## src/rtl/pipe_stage_skid_reg.sv

```systemverilog
`timescale 1ns/1ps
// -----------------------------------------------------------------------------
// pipe_stage_skid_reg
//
// One pipeline stage that sits between two valid/ready handshakes. It has a
// 2-entry skid buffer, so upstream can stream at full rate while in_ready is
// driven from registered state only, never from out_ready.
//
// Each entry carries a PC, a branch-delay flag, an exception code and an
// opaque payload. Three control inputs change the normal flow:
//   req   : exception redirect. Kills both entries and parks out_pc on
//           HANDLER_PC.
//   flush : inserts an invalid bubble. The bubble carries in_pc/in_bd, so
//           CP0 still sees the right PC. Each bubble inserted this way
//           increments a saturating counter.
//   reset : asynchronous, active-low.
//
// Ports:
//   clk        in   rising-edge clock
//   reset      in   asynchronous active-low reset
//   req        in   exception/interrupt redirect (highest priority)
//   flush      in   stall-bubble insertion request
//   in_valid   in   upstream entry valid
//   in_ready   out  stage can accept an entry this cycle
//   in_pc      in   upstream PC
//   in_bd      in   upstream branch-delay flag
//   in_exc     in   upstream exception code
//   in_data    in   upstream payload
//   out_valid  out  head entry valid
//   out_ready  in   downstream accepts the head entry
//   out_pc     out  head PC; still meaningful when out_valid=0
//   out_bd     out  head branch-delay flag
//   out_exc    out  head exception code (0 when empty)
//   out_data   out  head payload (0 when empty)
//   bubble_cnt out  saturating count of bubbles inserted by flush
// -----------------------------------------------------------------------------
module pipe_stage_skid_reg #(
  parameter int          DATA_W     = 129,
  parameter int          EXC_W      = 5,
  parameter logic [31:0] RESET_PC   = 32'h0000_3000,
  parameter logic [31:0] HANDLER_PC = 32'h0000_4180,
  parameter int          CNT_W      = 16
) (
  input  logic              clk,
  input  logic              reset,
  input  logic              req,
  input  logic              flush,
  input  logic              in_valid,
  output logic              in_ready,
  input  logic [31:0]       in_pc,
  input  logic              in_bd,
  input  logic [EXC_W-1:0]  in_exc,
  input  logic [DATA_W-1:0] in_data,
  output logic              out_valid,
  input  logic              out_ready,
  output logic [31:0]       out_pc,
  output logic              out_bd,
  output logic [EXC_W-1:0]  out_exc,
  output logic [DATA_W-1:0] out_data,
  output logic [CNT_W-1:0]  bubble_cnt
);

  typedef enum logic [1:0] {
    ST_EMPTY = 2'd0,  // main slot invalid
    ST_ONE   = 2'd1,  // main valid, skid empty
    ST_TWO   = 2'd2   // main and skid valid
  } state_t;

  // What the main slot loads on the next edge.
  typedef enum logic [2:0] {
    LD_NONE    = 3'd0,
    LD_IN      = 3'd1,
    LD_SKID    = 3'd2,
    LD_BUBBLE  = 3'd3,
    LD_HANDLER = 3'd4
  } ld_t;

  function automatic logic [CNT_W-1:0] sat_inc(input logic [CNT_W-1:0] v);
    return (&v) ? v : v + CNT_W'(1);
  endfunction

  state_t state_q;
  state_t state_d;
  ld_t    main_ld;
  logic   skid_ld;
  logic   accept;
  logic   drain;

  logic [31:0]       main_pc_p1;
  logic              main_bd_p1;
  logic [EXC_W-1:0]  main_exc_p1;
  logic [DATA_W-1:0] main_data_p1;

  logic [31:0]       skid_pc_p1;
  logic              skid_bd_p1;
  logic [EXC_W-1:0]  skid_exc_p1;
  logic [DATA_W-1:0] skid_data_p1;

  // in_ready is registered in the skid state and combinational only in
  // flush/req. This keeps out_ready off the in_ready path.
  assign in_ready  = (state_q != ST_TWO) & ~flush & ~req;
  assign out_valid = (state_q != ST_EMPTY);
  assign accept    = in_valid & in_ready;
  assign drain     = out_valid & out_ready;

  // State register
  always_ff @(posedge clk or negedge reset) begin
    if (!reset) begin
      state_q <= ST_EMPTY;
    end else begin
      state_q <= state_d;
    end
  end

  // Next-state logic. While flush is high, accept is always 0, so only the
  // drain term moves the state. A bubble is an invalid entry, so inserting
  // one leaves the stage EMPTY.
  always_comb begin
    state_d = state_q;
    if (req) begin
      state_d = ST_EMPTY;
    end else begin
      case (state_q)
        ST_EMPTY: if (accept) state_d = ST_ONE;
        ST_ONE: begin
          if (drain && !accept)      state_d = ST_EMPTY;
          else if (accept && !drain) state_d = ST_TWO;
        end
        ST_TWO:   if (drain) state_d = ST_ONE;
        default:  state_d = ST_EMPTY;
      endcase
    end
  end

  // Slot load controls. A flush takes effect only when the main slot is free
  // or is leaving this cycle, and the skid slot is empty. Otherwise the flush
  // is ignored and upstream asserts it again.
  always_comb begin
    main_ld = LD_NONE;
    skid_ld = 1'b0;
    if (req) begin
      main_ld = LD_HANDLER;
    end else if (flush) begin
      if (state_q == ST_EMPTY || (state_q == ST_ONE && drain)) begin
        main_ld = LD_BUBBLE;
      end else if (state_q == ST_TWO && drain) begin
        main_ld = LD_SKID;
      end
    end else begin
      case (state_q)
        ST_EMPTY: if (accept) main_ld = LD_IN;
        ST_ONE: begin
          if (accept && drain)  main_ld = LD_IN;
          else if (accept)      skid_ld = 1'b1;
        end
        ST_TWO:   if (drain) main_ld = LD_SKID;
        default:  main_ld = LD_NONE;
      endcase
    end
  end

  // ---- stage boundary: main slot (architecturally visible PC/BD) ----
  always_ff @(posedge clk or negedge reset) begin
    if (!reset) begin
      main_pc_p1 <= RESET_PC;
      main_bd_p1 <= 1'b0;
    end else begin
      case (main_ld)
        LD_IN:      begin main_pc_p1 <= in_pc;      main_bd_p1 <= in_bd;      end
        LD_SKID:    begin main_pc_p1 <= skid_pc_p1; main_bd_p1 <= skid_bd_p1; end
        LD_BUBBLE:  begin main_pc_p1 <= in_pc;      main_bd_p1 <= in_bd;      end
        LD_HANDLER: begin main_pc_p1 <= HANDLER_PC; main_bd_p1 <= 1'b0;       end
        default:    ;
      endcase
    end
  end

  // Payload is masked by out_valid at the output, so it needs no reset.
  always_ff @(posedge clk) begin
    case (main_ld)
      LD_IN:      begin main_exc_p1 <= in_exc;      main_data_p1 <= in_data;      end
      LD_SKID:    begin main_exc_p1 <= skid_exc_p1; main_data_p1 <= skid_data_p1; end
      LD_BUBBLE,
      LD_HANDLER: begin main_exc_p1 <= '0;          main_data_p1 <= '0;           end
      default:    ;
    endcase
  end

  // ---- stage boundary: skid slot (its validity is carried by state_q) ----
  always_ff @(posedge clk) begin
    if (skid_ld) begin
      skid_pc_p1   <= in_pc;
      skid_bd_p1   <= in_bd;
      skid_exc_p1  <= in_exc;
      skid_data_p1 <= in_data;
    end
  end

  always_ff @(posedge clk or negedge reset) begin
    if (!reset) begin
      bubble_cnt <= '0;
    end else if (main_ld == LD_BUBBLE) begin
      bubble_cnt <= sat_inc(bubble_cnt);
    end
  end

  assign out_pc   = main_pc_p1;
  assign out_bd   = main_bd_p1;
  assign out_exc  = out_valid ? main_exc_p1  : '0;
  assign out_data = out_valid ? main_data_p1 : '0;

endmodule

```

## config.mk

```make
export PLATFORM = sky130hd
export DESIGN_NAME = pipe_stage_skid_reg
export DESIGN_NICKNAME = d
export VERILOG_FILES = /design/src/rtl/pipe_stage_skid_reg.sv
export SDC_FILE = /design/constraint.sdc
export NUM_CORES = 1
export LEC_CHECK = 0
export ABC_AREA = 1
export BUFFER_PORTS_ARGS = -buffer_cell sky130_fd_sc_hd__buf_2
export CAP_MARGIN = 20
export CORE_ASPECT_RATIO = 2
export CORE_MARGIN = 2
export CORE_UTILIZATION = 31
export CTS_CLUSTER_DIAMETER = 150
export CTS_CLUSTER_SIZE = 16
export DETAILED_ROUTE_END_ITERATION = 8
export PLACE_DENSITY = 0.55
export SETUP_SLACK_MARGIN = 0.05
export SLEW_MARGIN = 20
export SYNTH_ARGS = -nofsm -noshare
export SYNTH_HDL_FRONTEND = slang
export SYNTH_SLANG_ARGS = --single-unit
```

## constraint.sdc

```tcl
create_clock -name clk -period 11.1 [get_ports clk]
set_clock_uncertainty 0.15 [all_clocks]
set_input_delay 0.555 -clock clk [delete_from_list [all_inputs] [get_ports clk]]
set_output_delay 0.555 -clock clk [all_outputs]
set_load 0.03 [all_outputs]
```

=== Word level (Yosys, flattened, before mapping) ===
Cells that the tools add are included.

* Logic and storage cells: 70
* Memories kept: 0
* ROM bits: 0
* Latch bits: 0
* Output and inout bits: 185
* Flip-flop bits (word level): 352
* Bits in writable memories: 0
* Bits of input ports: 173

* Divide/modulo/power cells: 0
* Order comparisons: 0
* Equality and inequality tests: 10
* Shift operators: 0
* Multiply operators: 0
* Reductions and logical operators: 17
* $add $sub $neg: 1
* Mux-type cells: 25
* Bitwise operators: 7

{| class="wikitable"
|+ Operators by type and width
! cell !! count
|-
| one-hot mux 129 bit (3 select lines) || 1
|-
| two-way mux 129 bit || 1
|-
| one-hot mux 32 bit (3 select lines) || 1
|-
| adder 16 x 1 -> 16 bit (second input constant) || 1
|-
| two-way mux 2 bit || 8
|-
| AND reduction 16 bit || 1
|-
| one-hot mux 5 bit (3 select lines) || 1
|-
| one-hot mux 3 bit (3 select lines) || 1
|-
| two-way mux 1 bit || 7
|-
| == test 3 x 2 -> 1 bit (second input constant) || 2
|-
| two-way mux 3 bit || 2
|-
| != test 3 bit (second input constant) || 2
|-
| one-hot mux 2 bit (3 select lines) || 1
|-
| nonzero test 3 bit || 2
|-
| logical AND 1 bit || 5
|-
| two-way mux 5 bit || 1
|-
| bitwise AND 1 bit || 4
|-
| != test 4 bit (second input constant) || 1
|-
| OR reduction 2 bit || 2
|-
| == test 3 x 1 -> 1 bit (second input constant) || 1
|-
| == test 3 bit (second input constant) || 1
|-
| NOT 1 bit || 3
|-
| one-hot mux 1 bit (3 select lines) || 1
|-
| AND reduction 3 bit || 1
|-
| other kinds (8) || 9
|}

=== Longest topological paths before layout ===
Gate-level depths: netlist (run 1).

* Depth after elaboration: 12
* Gate-level depth with buffers: 10

=== Least setup slack after synthesis (run 1) ===
Ideal clock, no wire load.

* Path kind: input -> register
* Start point: in flush
* End point: reg skid_bd_p1, enable pin
* Arrival time: 8.570 ns
* Path buffers: 0
* Data required time: 10.253 ns
* Setup time: 0.697 ns
* Stages on the path: 3
* Setup slack: 1.683 ns
* Path through: nor3_1 -> o211ai_1 -> nor2_1

* Longest elaborated chain between the ends: 9

{| class="wikitable"
|+ Ends and longest elaborated chain
! item !! line !! RTL
|-
| start: declaration || 47 || <nowiki>input logic flush,</nowiki>
|-
| NOT 1 bit || 101 || <nowiki>assign in_ready = (state_q != ST_TWO) & ~flush & ~req;</nowiki>
|-
| bitwise AND 1 bit (2 in series) || 101 ||
|-
| bitwise AND 1 bit || 103 || <nowiki>assign accept = in_valid & in_ready;</nowiki>
|-
| two-way mux 1 bit or logical AND 1 bit (tied branches) || 154, 153 ||
|-
| two-way mux 1 bit || 153 || <nowiki>if (accept && drain) main_ld = LD_IN;</nowiki>
|-
| two-way mux 1 bit || 150 || <nowiki>case (state_q)</nowiki>
|-
| two-way mux 1 bit * || 143 || <nowiki>end else if (flush) begin</nowiki>
|-
| two-way mux 1 bit * || 141 || <nowiki>if (req) begin</nowiki>
|-
| via skid_ld || 85 || <nowiki>logic skid_ld;</nowiki>
|-
| end signal: assignment || 193 || <nowiki>skid_bd_p1 <= in_bd;</nowiki>
|-
| end: declaration || 95 || <nowiki>logic skid_bd_p1;</nowiki>
|}

The timed path passes the listed nets; every way through them passes the cells marked *.
A chain may end at the register's enable or synchronous reset.

=== Worst setup path in the final report (run 1) ===
* Start point: reg state_q[0]
* End point: reg main_data_p1[84], enable pin

* Longest elaborated chain between the ends: 12

{| class="wikitable"
|+ Ends and longest elaborated chain
! item !! line !! RTL
|-
| start: declaration || 82 || <nowiki>state_t state_q;</nowiki>
|-
| start signal: assignment || 111 || <nowiki>state_q <= state_d;</nowiki>
|-
| != test 2 bit || 101 ||
|-
| bitwise AND 1 bit (2 in series) || 101 ||
|-
| bitwise AND 1 bit || 103 ||
|-
| logical AND 1 bit || 153 ||
|-
| two-way mux 1 bit || 153 ||
|-
| one-hot mux 3 bit (3 select lines) || 150 ||
|-
| two-way mux 3 bit * || 143 ||
|-
| two-way mux 3 bit * || 141 ||
|-
| == test 3 x 2 -> 1 bit or == test 3 bit (tied branches) || 180 || <nowiki>case (main_ld)</nowiki>
|-
| OR reduction 2 bit || 180 ||
|-
| nonzero test 3 bit (no source line) * || - ||
|-
| end signal: assignment || 181 || <nowiki>LD_IN: begin main_exc_p1 <= in_exc; main_data_p1 <= in_data; end</nowiki>
|-
| end signal: assignment || 182 || <nowiki>LD_SKID: begin main_exc_p1 <= skid_exc_p1; main_data_p1 <= skid_data_p1; end</nowiki>
|-
| end: declaration || 92 || <nowiki>logic [DATA_W-1:0] main_data_p1;</nowiki>
|}

Mark *: on every way between the ends. The rest lies on a longest branch, timed or not.

==> impl_results.md, run 1 <==
* Status: complete, no violations
* GRT Util Overall at 15.3%
* CP peak stage delay at 0.90 ns
* Clock-pin slew on the worst setup and hold paths at 0.08 ns
* CTS Buffer Depth at 3
* First-pass GRT wire length at 60,700 um
* Final hold slack at 0.0314 ns
* WL final at 39,300 um
* Bufs and invs on worst path at 1
* Sequential fraction of the synthesis area at 68.9%
* Worst-path cell chain: nand2_1 > nand3_1 > nand2_2 > nor2_4 > nand2_4 > buf_4
* Placement Cell Area at 17,400 um^2
* Initial antenna violation count at 14
* Routed WL per cell at 16.1 um
* Post-CTS sizing at 0
* VDD IR max at 0.147 mV
* Slew margin rel. at 34.7%
* Initial core utilization at 31.2%
* Total gr overflow at 0
* Area occupied by multi-input gates at 3320 um^2
* Drt initial violations at 719
* Via/cell ratio at 4.42
* H-tree levels at 1
* Internal power at 2.00 mW
* Port bufs at 357
* Num CTS Buffers at 25
* CP arrival at 3.78 ns
* Top FF cell, synth: edfxtp_1
* Distinct cells, synth at 27
* FF-to-FF Start: state_q[0]
* Sw Share at 24.9%
* Post-DP HPWL at 25,800 um
* Mapped Nets at 1,631
* P_sw at 0.664 mW
* Crit path capture type: flop
* PwrDens at 147 nW/um^2
* Final period util at 33.7%
* Crit path required time at 11.13 ns
* Critical Path Source Type: flop
* Crit path max fanout at 68
* Post-layout util at 37.8%
* Clock Power Share at 32.2%
* Seq cells post-synth at 352
* Remaining antenna violation count at 0
* Fraction of layout cells with a size suffix above 1 at 23.0%
* DRC at 0
* Avg Cell Area, Syn at 10.3 um^2
* Max Used Layer: met5
* Max-Cap Viols at 0
* Row Count at 114
* Layout Area Growth over Synthesis at 21.2%
* Flop pwr share at 57.6%
* Root buffer cell: clkbuf_16
* Setup slack, reg-to-reg at 7.35 ns
* Gp weighted congestion at 0.781
* Core area at 48,100 um^2
* Final Max Tran Viols at 0
* FMAX at 267 MHz
* Worst r2r dst: main_data_p1[84]
* CP Launch Point: state_q[0]
* Wire length on met1 at 17,600 um
* Clock sink count at 352
* Number of flops mapped to enable cells by yosys at 301
* I/O Pins at 358
* RSZ-0062 raised after global routing: false
* Vias in the first global route at 10,500
* Crit Path Class: flop to flop
* FF/Latch Area at 10,300 um^2
* CTS tree: yes
* Largest net degree at the start of global routing at 86
* Minimum clock period at 3.75 ns
* Final Setup Violations at 0
* Final Hold Viols at 0
* Combinational fraction of design power at 10.2%
* Worst-Margin Slew at 0.979 ns
* Critical Path Stages at 6
* Hold WC Path Type: input pin to flop
* Die X at 159 um
* Height of the die at 315 um
* Total negative slack at 0 ns
* Fill cell count at 4,874
* First-pass DRT Iterations at 4
* Gate Count Post-Synth at 1,457
* Met3 WL at 3670 um
* Slowest cell on crit path: nor2_4
* Crit path max-delay family: simple AND/OR/NAND/NOR gates
* Fin nets at 1,965
* Finished Cell Area at 18,100 um^2
* Leakage at 8.44 nW
* Worst-Skew Late Latency at 0.55 ns
* Path depth of the worst reg2reg path at 6
* DR vias at 10,800
* Worst Setup EP: main_data_p1[84]
* Ys Warns at 0
* Die ar. at 50,200 um^2
* Share of flip-flops with an asynchronous set or reset at 14.5%
* Wire length on met2 at 17,100 um
* Syn Std Cell Area at 15,000 um^2
-- flip-flops by register name, indices dropped and copies added, names as in the netlist --
signal        flops
state_q           2
out_bd            1
skid_exc_p1       5
out_pc           32
skid_bd_p1        1
skid_data_p1    129
main_data_p1    129
skid_pc_p1       32
bubble_cnt       16
main_exc_p1       5
-- power by group through the flow --
stage	clock [mW]	sequential [mW]	combinational, mW
finish	0.856	1.53	0.271
global route	0.934	1.54	0.302
CTS	0.895	1.53	0.277
detailed placement	0	1.56	0.275
global placement	0	1.56	0.272
floorplan	0	1.58	0.136
-- kinds of logic (layout without fill, tap and decap cells) --
logic type / Yosys count / after routing / share of synthesized area [%]
adder cells (fa/ha/maj): 1 / 1 / 0.0835
buffers and inverters: 359 / 701 / 9.22
AND/OR/NAND/NOR: 578 / 578 / 15.8
AO/OA/AOI/OAI: 160 / 160 / 5.65
XOR/XNOR: 7 / 7 / 0.409
other: 0 / 3 / 0
flip-flops: 352 / 352 / 68.9
-- metal layers --
layer  track usage, %  up-vias
li1                 -     5299
met3             4.75       57
met1             21.1     4959
met4             3.86       22
met2             23.4      448
met5                0        -
-- cells in the final DEF (no fill, tap or decap) --
master           n
buf_2          357
nand2_1        305
edfxtp_1       301
inv_1          289
nor2_1         152
nand3_1        102
o21ai_0         80
o21ai_1         60
dfrtp_1         49
clkbuf_16       25
o21bai_1        16
buf_4           13
clkbuf_1        10
xor2_1           7
nor2_4           5
nand4_1          5
dlygate4sd3_1    4
diode_2          3
nand2_2          3
inv_2            2
nor2_2           2
nand3_4          2
o211ai_1         2
dfstp_2          2
o21ai_2          1
nor3_1           1
nand2_4          1
a21oi_1          1
ha_1             1
buf_16           1
-- cells in the mapped netlist (2+ instances only) --
cell	n	area, um^2
nand2_1	306	1150
edfxtp_1	301	9040
inv_1	290	1090
nor2_1	154	578
nand3_1	102	510
o21ai_0	80	400
o21ai_1	61	305
dfrtp_1	49	1230
clkbuf_1	44	165
buf_2	18	90.1
o21bai_1	16	120
xor2_1	7	61.3
nand4_1	5	31.3
buf_1	4	15.0
nand2_2	3	18.8
nor2_2	3	18.8
dfstp_2	2	52.6
nor2_4	2	22.5
o211ai_1	2	15.0
-- stage by stage --
| step | cells | setup slack (ns) | power (mW) |
|---|---|---|---|
| after floorplan | 1457 | 1.68 | 1.72 |
| after global placement | 2397 | 7.01 | 1.83 |
| after detailed placement | 2398 | 6.95 | 1.84 |
| after CTS | 2437 | 7.25 | 2.71 |
| after global routing | 2439 | 7.00 | 2.78 |
| final | 2440 | 7.35 | 2.66 |
-- worst min-delay path by stage --
stage	startpoint	end	slack (ns)	cells past startpoint
after CTS	in_data[16]	skid_data_p1[16]	0.0007	1
final	in_data[16]	skid_data_p1[16]	0.03	1
after detailed placement	out_pc[12]	out_pc[12]	0.33	2
after floorplan	reset	bubble_cnt[0]	0.11	0
after global routing	in_data[69]	skid_data_p1[69]	0.02	1
after global placement	out_pc[12]	out_pc[12]	0.33	2
-- cell type report --
type	count	share of cell area, %
diodes	3	0.0414
clock buffers	35	3.65
flip-flops and latches	352	56.8
well taps	638	4.40
multi-input cells	746	18.3
inverters	291	6.02
repair buffers	375	10.8
-- what timing repair did --
item / in CTS / in global routing
buffers inserted: 0 / 0
hold buffers: 4 / 0
hold endpoints to repair: 52 / 0
Power figures use the tool's default switching activity.
==> run 2: changes to the inputs <==
clock period = 3.8 ns   (was 11.1 ns; I/O delays follow)
==> impl_results.md, run 2 (synthesis results as in run 1) <==
* Via/cell ratio at 4.42 (about the same)
* Vias in the first global route at 11,300 (+8.1%)
* Most frequent cells in the layout: 357 x buf_2, 305 x nand2_1, 301 x edfxtp_1
* CTS Buffer Depth at 3 (unchanged)
* Top Registers: main_data_p1: 129 flops, skid_data_p1: 129 flops
* Status: complete, no violations
* CP arrival at 2.92 ns (-0.86 ns)
* Placement Cell Area at 17,600 um^2 (+0.95%)
* PwrDens at 398 nW/um^2 (+170%)
* Row Count at 114 (unchanged)
* Total negative slack at 0 ns (unchanged)
* H-tree levels at 1 (unchanged)
* Largest net degree at the start of global routing at 137 (+59%)
* FMAX at 357 MHz (+34%)
* Minimum clock period at 2.80 ns (-0.947 ns)
* Remaining antenna violation count at 0 (unchanged)
* Die ar. at 50,200 um^2 (unchanged)
* Final hold slack at 0.0490 ns (+0.0176 ns)
* First-pass DRT Iterations at 5 (+1)
* Max-Cap Viols at 0 (unchanged)
* DRC at 0 (unchanged)
* Final Hold Viols at 0 (unchanged)
* Clock sink count at 352 (unchanged)
* CP Launch Point: state_q[0]
* Commonest non-fill, non-tap cell in the layout: buf_2
* Crit path required time at 3.92 ns (-7.21 ns)
* Fin nets at 2,143 (+9.1%)
* FF-to-FF Start: state_q[0]
* Crit Path Class: flop to flop
* Layout Area Growth over Synthesis at 33.5%
* Final Max Tran Viols at 0 (unchanged)
* Post-DP HPWL at 26,500 um (+2.7%)
* Initial core utilization at 31.2% (unchanged)
* RSZ-0062 raised after global routing: false
* DR vias at 11,600 (+7.2%)
* WL final at 40,900 um (+4.2%)
* Crit path capture type: flop
* Die X at 159 um (unchanged)
* First-pass GRT wire length at 63,900 um (+5.2%)
* Final period util at 73.6% (+40 points)
* Final Setup Violations at 0 (unchanged)
* Clock-pin slew on the worst setup and hold paths at 0.08 ns (about the same)
* Worst-Margin Slew at 0.809 ns (-0.170 ns)
* Fraction of layout cells with a size suffix above 1 at 21.5% (-1.5 points)
* Root buffer cell: clkbuf_16
* Critical Path Source Type: flop
* Worst-Skew Late Latency at 0.56 ns (about the same)
* Crit path max fanout at 61 (-10%)
* CTS tree: yes
* Routed WL per cell at 15.6 um (-2.8%)
* Height of the die at 315 um (unchanged)
* Drt initial violations at 822 (+14%)
* Initial antenna violation count at 2 (-12)
* Gp weighted congestion at 0.816 (+4.5%)
* Port bufs at 357 (unchanged)
* Core area at 48,100 um^2 (unchanged)
* GRT Util Overall at 16.0% (+0.69 points)
* VDD IR max at 0.461 mV (+210%)
* I/O Pins at 358 (unchanged)
* Fill cell count at 4,681 (-4.0%)
* Post-route setup slack at 1.00 ns (-6.35 ns)
* Place WS at 1.01 ns (-5.94 ns)
* Finished Cell Area at 20,000 um^2 (+10%)
* Slew margin rel. at 46.0% (+11 points)
* Num CTS Buffers at 25 (unchanged)
* Total gr overflow at 0 (unchanged)
* Leakage at 9.22 nW (+9.3%)
* Hold WC Path Type: input pin to async pin
run 2: cell types whose count changed in the layout (fill, tap and decap cells not counted):
cell	previous run	this run
nor3_4	0	1
buf_16	1	0
inv_6	0	1
diode_2	3	1
buf_4	13	16
nor3_1	1	0
buf_12	0	8
dlygate4sd3_1	4	172
clkbuf_1	10	9
run 2: report_power, final:
part	internal [mW]	leakage [nW]	switching, mW
sequential	4.41	3.57	0.0657
combinational	0.349	5.33	0.624
clock	1.20	0.323	1.32
run 2: metrics by stage:
step / cells / power [mW] / utilization [%]
after floorplan: 1457 / 5.01 / -
after global placement: 2408 / 5.38 / 36.6
after detailed placement: 2408 / 5.40 / 36.6
after CTS: 2615 / 8.09 / 41.6
after global routing: 2616 / 8.30 / 41.6
final: 2616 / 7.97 / 41.6
run 2: worst max-delay path, stage by stage (launching register included):
cell,delay [ns]
dfrtp_1,0.44
nand2_1,0.12
nand3_1,0.14
nand2_2,0.17
nand3_4,0.52
buf_4,0.64
o21ai_0,0.18
run 2: metal layers:
| layer | global-route usage [%] | wire [um] |
|---|---|---|
| met1 | 22.7 | 19000 |
| met4 | 4.36 | 842 |
| met5 | 0 | 13 |
| met3 | 2.89 | 2980 |
| met2 | 25.1 | 18100 |
run 2: layout make-up:
class                           instances  area [um^2]  share of cell area, %
Sequential cell                       352        10300                   51.6
Timing Repair Buffer                  553         3790                   18.9
Multi-Input combinational cell        746         3330                   16.7
Inverter                              291         1090                   5.46
Tap cell                              638          798                   3.99
Clock buffer                           34          659                   3.30
Clock inverter                          1         8.76                 0.0438
Antenna cell                            1         2.50                 0.0125
run 2: path summary, 6_finish.rpt:
kind / endpoint / depth (start not counted) / slack, ns
max: main_data_p1[120] / 6 / 1.00
min: out_pc[19] / 2 / 0.05
max reg2reg: main_data_p1[120] / 6 / 1.00
min reg2reg: out_pc[18] / 2 / 0.35
max in group asynchronous: out_pc[13] / 3 / 2.61
min in group clk: skid_data_p1[19] / 2 / 0.20
run 2: repair_timing:
action / CTS / global route
endpoints found under the hold margin: 360 / 0
resized for setup: 0 / 0
hold buffers: 172 / 0
buffers inserted: 0 / 0
setup endpoints to repair: 0 / 0
